$ cat config.mk
export PLATFORM = sky130hd
export DESIGN_NAME = spi_slave_regbank
export DESIGN_NICKNAME = d
export VERILOG_FILES = /design/src/rtl/spi_pkg.sv /design/src/rtl/spi_in_sync.sv /design/src/rtl/spi_slave_regbank.sv
export SDC_FILE = /design/constraint.sdc
export NUM_CORES = 1
export LEC_CHECK = 0
export CORE_UTILIZATION = 40
export CTS_BUF_LIST = sky130_fd_sc_hd__clkbuf_16
export CTS_CLUSTER_DIAMETER = 50
export DETAILED_ROUTE_END_ITERATION = 8
export PLACE_DENSITY = 0.63
export SLEW_MARGIN = 20
export SYNTH_ARGS = -nofsm -noshare
export SYNTH_HDL_FRONTEND = slang
export SYNTH_SLANG_ARGS = --single-unit
$ cat constraint.sdc
create_clock -name i_clk -period 5.63 [get_ports i_clk]
set_clock_uncertainty 0.05 [all_clocks]
set_input_delay 0.8445 -clock i_clk [delete_from_list [all_inputs] [get_ports i_clk]]
set_output_delay 0.8445 -clock i_clk [all_outputs]
set_load 0.05 [all_outputs]
$ cat src/rtl/spi_pkg.sv
// Frame constants and FSM state type shared by the SPI register-bank target.
package spi_pkg;

  localparam logic OP_WRITE = 1'b1;
  localparam logic OP_READ  = 1'b0;

  // Rise numbers (1-based) of the first address bit, first write-data bit and read turnaround.
  localparam int unsigned ADDR_FIRST = 2;

  function automatic int unsigned wdata_first(input int unsigned a);
    return a + 2;
  endfunction

  function automatic int unsigned turnaround(input int unsigned a);
    return a + 2;
  endfunction

  typedef enum logic [2:0] {IDLE, OP, ADDR, WDATA, RDATA} spi_state_t;

endpackage

$ cat src/rtl/spi_in_sync.sv
// Two-flop synchroniser for one SPI pin, with a third flop for edge detection.
module spi_in_sync (
  input  logic i_clk,
  input  logic i_rst,
  input  logic i_d,
  output logic o_level,
  output logic o_rise,
  output logic o_fall
);

  logic [2:0] r_sync;

  always_ff @(posedge i_clk or posedge i_rst) begin
    if (i_rst) begin
      r_sync <= '0;
    end else begin
      r_sync <= {r_sync[1:0], i_d};
    end
  end

  assign o_level = r_sync[1];
  assign o_rise  = r_sync[1] & ~r_sync[2];
  assign o_fall  = ~r_sync[1] & r_sync[2];

endmodule

$ cat src/rtl/spi_slave_regbank.sv
// SPI target decoding write/read frames into a bank of NREG D-bit control registers.
// SPI pins are oversampled by the system clock; nothing here is clocked by SCLK.
module spi_slave_regbank
  import spi_pkg::*;
#(
  parameter int unsigned D    = 8,
  parameter int unsigned A    = 8,
  parameter int unsigned NREG = 16
) (
  input  logic                i_clk,
  input  logic                i_rst,
  input  logic                i_ss,
  input  logic                i_sclk,
  input  logic                i_mosi,
  output logic                o_miso,
  output logic [NREG*D-1:0]   o_regs,
  output logic                o_wr_stb,
  output logic [A-1:0]        o_wr_addr
);

  // Counter thresholds are compared against the count *before* the current rise.
  localparam logic [7:0] ADDR_LAST_CNT = 8'(A + ADDR_FIRST - 2);
  localparam logic [7:0] WDATA_END_CNT = 8'(wdata_first(A) + D - 1);
  localparam logic [7:0] TURN_CNT      = 8'(turnaround(A));
  localparam int unsigned IDXW         = (NREG > 1) ? $clog2(NREG) : 1;

  logic w_ss, w_ss_rise, w_ss_fall_unused;
  logic w_sclk_level_unused, w_sclk_rise, w_sclk_fall;
  logic w_mosi, w_mosi_rise_unused, w_mosi_fall_unused;

  spi_in_sync u_sync_ss (
    .i_clk(i_clk), .i_rst(i_rst), .i_d(i_ss),
    .o_level(w_ss), .o_rise(w_ss_rise), .o_fall(w_ss_fall_unused)
  );

  spi_in_sync u_sync_sclk (
    .i_clk(i_clk), .i_rst(i_rst), .i_d(i_sclk),
    .o_level(w_sclk_level_unused), .o_rise(w_sclk_rise), .o_fall(w_sclk_fall)
  );

  spi_in_sync u_sync_mosi (
    .i_clk(i_clk), .i_rst(i_rst), .i_d(i_mosi),
    .o_level(w_mosi), .o_rise(w_mosi_rise_unused), .o_fall(w_mosi_fall_unused)
  );

  spi_state_t   r_state;
  logic         r_ss_armed;
  logic         r_op;
  logic [7:0]   r_cnt;
  logic [A-1:0] r_addr_sr;
  logic [D-1:0] r_data_sr;
  logic [D-1:0] r_rd_sr;
  logic         r_miso;
  logic         r_wr_stb;
  logic [A-1:0] r_wr_addr;
  logic [D-1:0] r_regs [NREG];

  logic         w_addr_hit;
  logic [D-1:0] w_rd_word;
  logic [D-1:0] w_rd_next;

  assign w_addr_hit = 32'(r_addr_sr) < NREG;
  assign w_rd_word  = w_addr_hit ? r_regs[r_addr_sr[IDXW-1:0]] : '0;
  assign w_rd_next  = r_rd_sr >> 1;

  always_ff @(posedge i_clk or posedge i_rst) begin
    if (i_rst) begin
      r_state    <= IDLE;
      r_ss_armed <= 1'b0;
      r_op       <= OP_READ;
      r_cnt      <= '0;
      r_addr_sr  <= '0;
      r_data_sr  <= '0;
      r_rd_sr    <= '0;
      r_miso     <= 1'b0;
      r_wr_stb   <= 1'b0;
      r_wr_addr  <= '0;
      for (int i = 0; i < NREG; i++) r_regs[i] <= '0;
    end else begin
      r_wr_stb <= 1'b0;
      // A frame may only start after SS has been seen high, so a reset mid-frame waits it out.
      if (w_ss) r_ss_armed <= 1'b1;
      if (r_state != IDLE && !w_ss && w_sclk_rise && r_cnt != 8'hFF) r_cnt <= r_cnt + 8'd1;

      if (r_state != IDLE && w_ss_rise) begin
        r_state <= IDLE;
        r_cnt   <= '0;
        r_miso  <= 1'b0;
        r_rd_sr <= '0;
        if (r_op == OP_WRITE && r_cnt == WDATA_END_CNT) begin
          r_wr_stb  <= 1'b1;
          r_wr_addr <= r_addr_sr;
          if (w_addr_hit) r_regs[r_addr_sr[IDXW-1:0]] <= r_data_sr;
        end
      end else begin
        case (r_state)
          IDLE: begin
            r_cnt   <= '0;
            r_miso  <= 1'b0;
            r_rd_sr <= '0;
            r_op    <= OP_READ;
            if (!w_ss && r_ss_armed) begin
              r_state    <= OP;
              r_ss_armed <= 1'b0;
            end
          end
          OP: begin
            if (w_sclk_rise) begin
              r_op    <= w_mosi ? OP_WRITE : OP_READ;
              r_state <= ADDR;
            end
          end
          ADDR: begin
            if (w_sclk_rise) begin
              // LSB-first: each bit enters at the top and settles at its index after A shifts.
              r_addr_sr <= (r_addr_sr >> 1) | (A'(w_mosi) << (A - 1));
              if (r_cnt == ADDR_LAST_CNT) r_state <= (r_op == OP_WRITE) ? WDATA : RDATA;
            end
          end
          WDATA: begin
            if (w_sclk_rise && r_cnt < WDATA_END_CNT) begin
              r_data_sr <= (r_data_sr >> 1) | (D'(w_mosi) << (D - 1));
            end
          end
          RDATA: begin
            if (w_sclk_fall) begin
              if (r_cnt < TURN_CNT) begin
                r_rd_sr <= w_rd_word;
                r_miso  <= w_rd_word[0];
              end else begin
                r_rd_sr <= w_rd_next;
                r_miso  <= w_rd_next[0];
              end
            end
          end
          default: r_state <= IDLE;
        endcase
      end
    end
  end

  generate
    for (genvar gi = 0; gi < NREG; gi++) begin : g_regs_out
      assign o_regs[gi*D +: D] = r_regs[gi];
    end
  endgenerate

  assign o_miso    = r_miso;
  assign o_wr_stb  = r_wr_stb;
  assign o_wr_addr = r_wr_addr;

endmodule

==> Yosys cells after proc, flatten, opt, wreduce, memory -nomap -nowiden <==
Cells that the tools add are included.
W data, S select, Z words.
{ "op_classes": {"n_addsub": 1, "magnitude_cmp": 5, "eq_ne": 14, "n_mux": 34, "bitwise_logic": 10, "reduce_logical": 22} }
{ "ops": {"columns": ["op", "n"], "rows": [
  ["$bwmux W128", 1],
  ["$mux W8", 10],
  ["$bmux W8 S4", 1],
  ["$demux W8 S4", 1],
  ["$mux W3", 6],
  ["$lt A8 B5 Y1 const B", 2],
  ["$or A7 B8 Y8", 2],
  ["$pmux W8 S2", 1],
  ["$ne A3 B3 Y1 const B", 4],
  ["$pmux W3 S4", 1],
  ["$reduce_and A3 Y1", 4],
  ["$mux W1", 11],
  ["$reduce_bool A3 Y1", 3],
  ["$add A8 B1 Y8 const B", 1],
  ["$eq A8 B4 Y1 const B", 1],
  ["$eq A8 B5 Y1 const B", 1],
  ["$logic_and A1 B1 Y1", 8],
  ["$lt A8 B4 Y1 const B", 1],
  ["$ne A8 B8 Y1 const B", 1],
  ["$eq A3 B2 Y1 const B", 2],
  ["$ge A5 B5 Y1 const B", 1],
  ["$lt A5 B1 Y1 const B", 1],
  ["$not A4 Y5", 1],
  ["$reduce_and A5 Y1", 1],
  ["other kinds (13)", 20]
]} }
{ "totals": {"regBits": 183, "in_bits": 5, "out_inout_bits": 138, "elab_cells": 115} }

==> Depth between registers and ports, before layout <==
Gate-level depths: netlist (run 1).
{ "depth": {"word_depth": 9, "mapped_depth": 8} }

==> Hierarchy <==
A second synthesis (run 1) with hierarchy kept.
{ "hier_totals": {"cells_unflattened": 583, "hier_area_um2": 8590.7} }
{ "by_module_without_submodules": {"columns": ["mod", "instances", "cells_per_inst", "area_each_um2", "seq_area_each_um2"], "rows": [
  ["spi_slave_regbank", 1, 565, 8309.2, 4354.2],
  ["spi_in_sync", 3, 6, 93.8, 75.1]
]} }

==> Worst setup path before layout (run 1) <==
No wires, ideal clock.
{ "synth_timing": {"path_kind": "register to register", "start": "register r_cnt[2]", "end": "register r_regs (netlist bit o_regs[88])", "setup_time_ns": 0.125, "t_arrival_ns": 2.073, "required_ns": 5.455, "slack_ns": 3.382, "path_stages_with_launch": 8, "n_path_buf": 2, "synth_period_minus_slack_ns": 2.248, "path_cell_list": "dfrtp_1 -> buf_4 -> nor4b_4 -> nand4b_2 -> nand4bb_4 -> and2b_1 -> buf_4 -> mux2_2"} }
{ "synth_via": {"elab_chain_cells": 3} }
{ "synth_lines": {"columns": ["element", "line", "rtl"], "rows": [
  ["start, declared", "spi_slave_regbank.sv:49", "logic [7:0] r_cnt;"],
  ["start signal, assigned", "spi_slave_regbank.sv:83", "if (r_state != IDLE && !w_ss && w_sclk_rise && r_cnt != 8'hFF) r_cnt <= r_cnt + 8'd1;"],
  ["$eq A8 B5 Y1", "spi_slave_regbank.sv:90", "if (r_op == OP_WRITE && r_cnt == WDATA_END_CNT) begin"],
  ["$logic_and A1 B1 Y1", "spi_slave_regbank.sv:90", null],
  ["$reduce_and A3 Y1 (no line)", null, null],
  ["end signal, assigned by index", "spi_slave_regbank.sv:93", "if (w_addr_hit) r_regs[r_addr_sr[IDXW-1:0]] <= r_data_sr;"],
  ["end, declared", "spi_slave_regbank.sv:56", "logic [D-1:0] r_regs [NREG];"]
]} }
No other way between the ends.
A chain may end at the register's enable or synchronous reset.

==> Worst setup path in the final report (run 1) <==
{ "layout_timing": {"start": "register r_addr_sr[4]", "end": "register r_regs (netlist bit o_regs[114])"} }
{ "layout_via": {"elab_chain_cells": 2} }
{ "layout_lines": {"columns": ["element", "line", "rtl"], "rows": [
  ["start, declared", "spi_slave_regbank.sv:50", "logic [A-1:0] r_addr_sr;"],
  ["start signal, assigned", "spi_slave_regbank.sv:116", "r_addr_sr <= (r_addr_sr >> 1) | (A'(w_mosi) << (A - 1));"],
  ["$lt A8 B5 Y1", "spi_slave_regbank.sv:62", "assign w_addr_hit = 32'(r_addr_sr) < NREG;"],
  ["$reduce_and A3 Y1 (no line)", null, null]
]} }
No other way between the ends.

==> flow_summary.json, run 1 <==
{
  "detailedRoute.firstIterationViolations": 313,
  "power.clock.fraction_pct": 43.2,
  "grt_max_degree": 138,
  "gpl.final_weighted_congestion": 0.817,
  "power.density_nw_per_um2": 271,
  "floorplan.rows": 52,
  "power.total_mw": 2.88,
  "design.die.area_um2": 21400,
  "fin_crit_sh_pct": 51.2,
  "power_frac_comb_pct": 7.4,
  "postSynthAreaPerCell_um2": 14.4,
  "cell_internal_pwr_mw": 2.13,
  "cts_root_buffer": "sky130_fd_sc_hd__clkbuf_16",
  "cts.reportedPaths.clkPinSlew_ns": 0.07,
  "synthTopCellsByCount": "sky130_fd_sc_hd__dfrtp_1, sky130_fd_sc_hd__mux2_2, sky130_fd_sc_hd__nand2_1",
  "number_of_flops_mapped_to_enable_cells_by_yosys": 0,
  "io_buffer_count": 142,
  "critical_path.max_fanout": 8,
  "synthDominantCellAreaShare_pct": 54.8,
  "critPathBufInv": 0,
  "final-instance-count-excl-fill": 1001,
  "worst_path_max_delay_cell": "sky130_fd_sc_hd__nor2b_1",
  "criticalPathCategory": "register to register",
  "grt_use_total_pct": 20.8,
  "synth.most_common_cell": "sky130_fd_sc_hd__dfrtp_1",
  "postSynthRegisterBits": 182,
  "r2r_start": "r_addr_sr[4]$_DFFE_PP0P_",
  "power.leakage_nw": 4.72,
  "worst_skew_pair.late_latency_ns": 0.43,
  "worstSetupStartpointType": "register",
  "via_per_inst": 5.40,
  "switching_pwr_mw": 0.753,
  "synth.top_cells.by_area": "sky130_fd_sc_hd__dfrtp_1, sky130_fd_sc_hd__mux2_2, sky130_fd_sc_hd__mux4_2",
  "reg2reg_setup_slack_ns": 2.75,
  "irDropWorstVdd_uv": 215,
  "route.vias.total": 5402,
  "finish.net_count": 727,
  "drt.antenna.violating_nets": 0,
  "worst_hold_path.num_cells": 0,
  "cts_tree": "built",
  "cts_resized": 0,
  "grt_antenna_before_repair": 0,
  "critPathArrivalTime_ns": 3.15,
  "post_cts_buffers": 0,
  "finalWirelength_um": 21300,
  "timing.slew.headroom_pct": 37.7,
  "distinct_cell_type_count_after_synthesis": 57,
  "power.switching_fraction_pct": 26.1,
  "floorplan.initialDensity_pct": 41.0,
  "class_of_the_tightest_hold_or_removal_check": "register to register",
  "placeableCoreArea_um2": 20300,
  "grt_pass1_wl_um": 33700,
  "ys_seq_area_share_pct": 54.8,
  "die_height_um": 146,
  "leading_register_cell_type_out_of_synthesis": "sky130_fd_sc_hd__dfrtp_1",
  "mappedNetlistNets": 588,
  "syn2layout_area_growth_pct": 27.9,
  "max_cap_viol_count": 0,
  "critical_path.max_stage_delay_ns": 0.69,
  "reg2reg_to": "o_regs[114]$_DFFE_PP0P_",
  "synth-async-reset-ratio_pct": 100,
  "clock.fmax_mhz": 347,
  "endpoint": "o_regs[114]$_DFFE_PP0P_",
  "hold_path_startpoint": "u_sync_mosi.r_sync[0]$_DFF_PP0_",
  "timing.critical_path.to_type": "register",
  "timing.critical_path.max_delay_family": "simple AND/OR/NAND/NOR gates",
  "finalMaxSlewViolations": 0,
  "cts-htree-levels": 4,
  "route.detailed.wl_per_inst_um": 21.3,
  "synth_largest_area_cell": "sky130_fd_sc_hd__dfrtp_1",
  "worstSetupPathDepth": 5,
  "timing.critical_path.cells": "nor4_1, nand4b_2, nor4b_4, nor2b_1, mux2_2",
  "first_element_of_the_critical_path": "r_addr_sr[4]$_DFFE_PP0P_",
  "rsz0062_at_grt": "no",
  "reg2reg_depth": 5,
  "seq_power_share_pct": 49.4,
  "run_status": "finished, final reports clean",
  "cts_hold_buffers": 0,
  "diodes": 0,
  "place_hpwl_um": 14700,
  "globalRouteOverflowTotal": 0,
  "cts_buffer_depth": 2,
  "numCtsBuffers": 17,
  "io_pins": 143,
  "setup_viol": 0,
  "number_of_detailed_routing_iterations_run_before_antenna_repair": 4,
  "final_core_utilization_pct": 52.4,
  "share_of_final_layout_standard_cells_stronger_than_drive_strength_1_pct": 33.0,
  "setup_tns_ns": 0,
  "die_x_um": 146,
  "numPlacedInstances": 968,
  "clock_sinks": 182,
  "drt_drc_violations_left": 0,
  "finalHoldViolations": 0,
  "syn_inst": 579,
  "syn_area_um2": 8320,
  "grt_pass1_vias": 5670,
  "synthesis.yosys.warnings": 0,
  "tightest_slew_ns": 0.935,
  "crit_required_ns": 5.89,
  "period_minus_slack_ns": 2.88
}
-- worst min path at each step --
stage / slack (ns) / endpoint
floorplan: 0.28 / u_sync_mosi.r_sync[1]$_DFF_PP0_
global placement: 0.29 / u_sync_mosi.r_sync[1]$_DFF_PP0_
detailed placement: 0.29 / u_sync_mosi.r_sync[1]$_DFF_PP0_
CTS: 0.30 / u_sync_mosi.r_sync[1]$_DFF_PP0_
global route: 0.32 / u_sync_mosi.r_sync[1]$_DFF_PP0_
finish: 0.30 / u_sync_mosi.r_sync[1]$_DFF_PP0_
-- flip-flops by register name (all words and copies together) (netlist names) --
| signal | flops |
|---|---|
| o_wr_addr | 8 |
| r_state | 3 |
| r_op | 1 |
| r_cnt | 8 |
| u_sync_sclk.r_sync | 3 |
| o_wr_stb | 1 |
| u_sync_ss.r_sync | 3 |
| o_regs | 128 |
| u_sync_mosi.r_sync | 2 |
| o_miso | 1 |
| r_data_sr | 8 |
| r_rd_sr | 7 |
| r_addr_sr | 8 |
| r_ss_armed | 1 |
-- power groups by stage --
stage	clock, mW	sequential [mW]	combinational (mW)
floorplan	0	1.40	0.205
global placement	0	1.45	0.209
detailed placement	0	1.45	0.214
CTS	1.27	1.42	0.215
global route	1.33	1.43	0.239
finish	1.25	1.42	0.214
-- cell type report --
type	count	area [µm²]
Inverter	8	33.8
Multi-Input combinational cell	362	3600
Tap cell	270	338
Clock inverter	15	195
Fill cell	1732	9660
Timing Repair Buffer	147	1480
Clock buffer	17	425
Sequential cell	182	4560
-- kinds of logic (layout without fill, tap and decap cells) --
| logic type | Yosys count | in the layout | share of synthesized area [%] |
|---|---|---|---|
| buffers and inverters | 35 | 187 | 1.93 |
| AOI/OAI and AO/OA | 32 | 32 | 2.63 |
| muxes | 189 | 189 | 29.8 |
| and+or+nand+nor | 131 | 131 | 9.66 |
| DFF | 182 | 182 | 54.8 |
| adders and majority gates | 4 | 4 | 0.602 |
| xor gates and xnor gates | 6 | 6 | 0.632 |
-- cell usage in the layout (no fill, tap or decap), types with 2 or more instances in the layout --
cell type | Yosys | layout
sky130_fd_sc_hd__o41ai_1 | 2 | 2
sky130_fd_sc_hd__dfrtp_2 | 0 | 2
sky130_fd_sc_hd__clkdlybuf4s50_1 | 0 | 142
sky130_fd_sc_hd__xnor2_1 | 5 | 5
sky130_fd_sc_hd__bufinv_16 | 0 | 3
sky130_fd_sc_hd__nor4_1 | 3 | 3
sky130_fd_sc_hd__nor3_4 | 2 | 2
sky130_fd_sc_hd__buf_4 | 4 | 3
sky130_fd_sc_hd__nand2b_1 | 4 | 4
sky130_fd_sc_hd__a211oi_1 | 2 | 2
sky130_fd_sc_hd__mux2_2 | 144 | 144
sky130_fd_sc_hd__mux2_1 | 5 | 5
sky130_fd_sc_hd__clkbuf_16 | 0 | 17
sky130_fd_sc_hd__nor4b_4 | 3 | 3
sky130_fd_sc_hd__buf_12 | 0 | 2
sky130_fd_sc_hd__nor3_2 | 3 | 3
sky130_fd_sc_hd__or2_2 | 2 | 2
sky130_fd_sc_hd__nand2_1 | 45 | 45
sky130_fd_sc_hd__clkinv_4 | 0 | 3
sky130_fd_sc_hd__nand4_1 | 2 | 2
sky130_fd_sc_hd__nor2b_1 | 5 | 5
sky130_fd_sc_hd__dfrtp_1 | 182 | 180
sky130_fd_sc_hd__inv_1 | 7 | 6
sky130_fd_sc_hd__nand3_1 | 15 | 15
sky130_fd_sc_hd__mux4_2 | 32 | 32
sky130_fd_sc_hd__inv_6 | 0 | 4
sky130_fd_sc_hd__nor2_1 | 14 | 14
sky130_fd_sc_hd__mux2i_1 | 8 | 8
sky130_fd_sc_hd__ha_1 | 4 | 4
sky130_fd_sc_hd__clkinvlp_4 | 0 | 2
sky130_fd_sc_hd__nor3_1 | 2 | 2
sky130_fd_sc_hd__a21oi_1 | 2 | 2
sky130_fd_sc_hd__clkinv_1 | 1 | 2
sky130_fd_sc_hd__nand2_2 | 9 | 9
sky130_fd_sc_hd__a22oi_1 | 8 | 8
sky130_fd_sc_hd__o21ai_0 | 8 | 8
sky130_fd_sc_hd__or2_1 | 7 | 7
sky130_fd_sc_hd__or3_1 | 2 | 2
-- metrics by stage --
stage                     area, µm²  hold slack, ns  setup WS (ns)
after floorplan                8320           0.281           2.40
after global placement        10000           0.286           2.81
after detailed placement      10000           0.286           2.72
after CTS                     10600           0.301           2.71
after global routing          10600           0.323           2.57
final                         10600           0.297           2.75
-- per-layer routing --
metal  vias to the layer above  GRT usage (%)  share of wire [%]
li1                       2398              -                  -
met1                      2839           28.1                 45
met2                       141           34.2                 49
met3                        24           3.41                3.8
met4                         0           7.29                1.9
met5                         -              0                  0
Power figures use the tool's default switching activity.
==> run 2: changes to the inputs <==
Settings changed: PLACE_DENSITY 0.63 to 0.6.
Clock period 5.63 ns to 2.66 ns, I/O delays scaled along.
==> run 2 against run 1 <==
  * Design area rose by 0.92%
  * Fmax rose by 15%
  * Final cell count rose by 1.3%
  * Critical path type unchanged
  * Count of clock-buffer cells in the layout did not move
  * Combinational power rose by 120%
  * Die area did not move
  * Hold slack improved by 0.0051 ns
  * Critical path depth rose by 1
==> flow_summary.json, run 2 (synthesis results as in run 1) <==
{
  "detailroute.wirelength.met3_um": 912,
  "grt_pass1_wl_um": 34100,
  "setup_tns_ns": 0,
  "grt_antenna_before_repair": 0,
  "grt_max_degree": 116,
  "cts_resized": 0,
  "hold_path_startpoint": "u_sync_ss.r_sync[0]$_DFF_PP0_",
  "worstSetupStartpointType": "register",
  "globalRouteOverflowTotal": 0,
  "r2r_start": "r_addr_sr[4]$_DFFE_PP0P_",
  "criticalPathCategory": "register to register",
  "finalHoldViolations": 0,
  "tightest_slew_ns": 0.836,
  "floorplan.rows": 52,
  "finish.net_count": 741,
  "irDropWorstVdd_uv": 450,
  "cts_tree": "built",
  "placeableCoreArea_um2": 20300,
  "timing.critical_path.to_type": "register",
  "route.vias.total": 5464,
  "design.die.area_um2": 21400,
  "route.detailed.wl_per_inst_um": 21.3,
  "cts-htree-levels": 4,
  "drt.antenna.violating_nets": 0,
  "via_per_inst": 5.39,
  "run_status": "finished, final reports clean",
  "drt_drc_violations_left": 0,
  "syn2layout_area_growth_pct": 29.0,
  "reg2reg_to": "o_regs[31]$_DFFE_PP0P_",
  "place_hpwl_um": 14800,
  "rsz0062_at_grt": "no",
  "worst_path_max_delay_cell": "sky130_fd_sc_hd__nor3_4",
  "finalMaxSlewViolations": 0,
  "clock_sinks": 182,
  "floorplan.initialDensity_pct": 41.0,
  "finalWirelength_um": 21600,
  "crit_required_ns": 2.92,
  "setup_viol": 0,
  "die_height_um": 146,
  "maxUsedRoutingLayer": "met4",
  "critPathBufInv": 1,
  "detailedRoute.firstIterationViolations": 255,
  "power.total_mw": 5.89,
  "fin_crit_sh_pct": 94.1,
  "timing.critical_path.cells": "nor4_1, buf_4, nand4b_2, nand4bb_4, nor3_4, mux2_2",
  "class_of_the_tightest_hold_or_removal_check": "register to register",
  "cts_buffer_depth": 2,
  "critical_path.max_fanout": 8,
  "max_cap_viol_count": 0,
  "share_of_final_layout_standard_cells_stronger_than_drive_strength_1_pct": 34.1,
  "cts_hold_buffers": 0,
  "met2_length_um": 10700,
  "period_minus_slack_ns": 2.50,
  "gpl.final_weighted_congestion": 0.822,
  "grt_pass1_vias": 5715,
  "critical_path.max_stage_delay_ns": 0.50,
  "timing.slew.headroom_pct": 44.3,
  "worst_skew_pair.late_latency_ns": 0.44,
  "numCtsBuffers": 17,
  "cts_root_buffer": "sky130_fd_sc_hd__clkbuf_16",
  "power.density_nw_per_um2": 549,
  "reg2reg_depth": 6,
  "number_of_detailed_routing_iterations_run_before_antenna_repair": 4,
  "met1_length_um": 9640,
  "layout.cells.most_common_list": "sky130_fd_sc_hd__dfrtp_1, sky130_fd_sc_hd__mux2_2, sky130_fd_sc_hd__clkdlybuf4s50_1",
  "grt_use_total_pct": 21.2,
  "clock.fmax_mhz": 400,
  "power.leakage_nw": 4.78,
  "io_pins": 143,
  "io_buffer_count": 142,
  "die_x_um": 146,
  "diodes": 0,
  "timing.critical_path.max_delay_family": "simple AND/OR/NAND/NOR gates",
  "mostFrequentLayoutCell": "sky130_fd_sc_hd__dfrtp_1",
  "cts.reportedPaths.clkPinSlew_ns": 0.07,
  "worst_hold_path.num_cells": 0,
  "largest_reg_flops": 128,
  "reg2reg_setup_slack_ns": 0.16,
  "holdPathEnd": "u_sync_ss.r_sync[1]$_DFF_PP0_",
  "critPathArrivalTime_ns": 2.76
}
-- run 2: cell types whose count changed in the layout (fill, tap and decap cells not counted), sizes merged --
cell	previous run	this run
bufinv	3	1
inv	11	10
clkinv	7	9
buf	5	19
-- run 2: cell type report --
type                       instances  area, µm²
fill                            1735       9570
clock buffer                      17        425
sequential                       182       4560
timing repair buffer             161       1650
tap                              270        338
clock inverter                    14        125
multi-input combinational        362       3600
inverter                           8       33.8
-- run 2: per-stage QoR --
step	std cells	cell area, µm²	hold WS (ns)	utilization [%]	worst slack, ns
floorplan	579	8320	0.281	-	-0.126
global placement	982	10200	0.284	50.1	0.110
detailed placement	982	10200	0.286	50.1	0.109
CTS	1013	10700	0.306	52.8	0.0731
global route	1014	10700	0.307	52.9	0.0387
finish	1014	10700	0.302	52.9	0.158
-- run 2: metal layers --
metal | track usage, % | vias up
met3 | 4.53 | 20
met4 | 6.72 | 0
met5 | 0 | -
met2 | 34.8 | 149
met1 | 28.1 | 2876
li1 | - | 2419
-- run 2: power by group --
part | switching [mW] | internal (mW)
Combinational | 0.292 | 0.187
Sequential | 0.181 | 2.84
Clock | 1.10 | 1.29
-- run 2: worst max-delay path by stage --
stage                                   from                      to  slack [ns]  cells past startpoint
CTS                 r_addr_sr[4]$_DFFE_PP0P_  o_regs[59]$_DFFE_PP0P_        0.07                      6
detailed placement  r_addr_sr[4]$_DFFE_PP0P_  o_regs[58]$_DFFE_PP0P_        0.11                      6
global placement    r_addr_sr[4]$_DFFE_PP0P_  o_regs[58]$_DFFE_PP0P_        0.11                      6
finish              r_addr_sr[4]$_DFFE_PP0P_  o_regs[31]$_DFFE_PP0P_        0.16                      6
global route        r_addr_sr[4]$_DFFE_PP0P_  o_regs[28]$_DFFE_PP0P_        0.04                      6
floorplan                              i_rst      o_miso$_DFFE_PP0P_       -0.13                      1
-- run 2: repair_timing --
action,in CTS,in global routing
hold endpoints to repair,0,0
buffers inserted,0,1
setup endpoints to repair,0,8
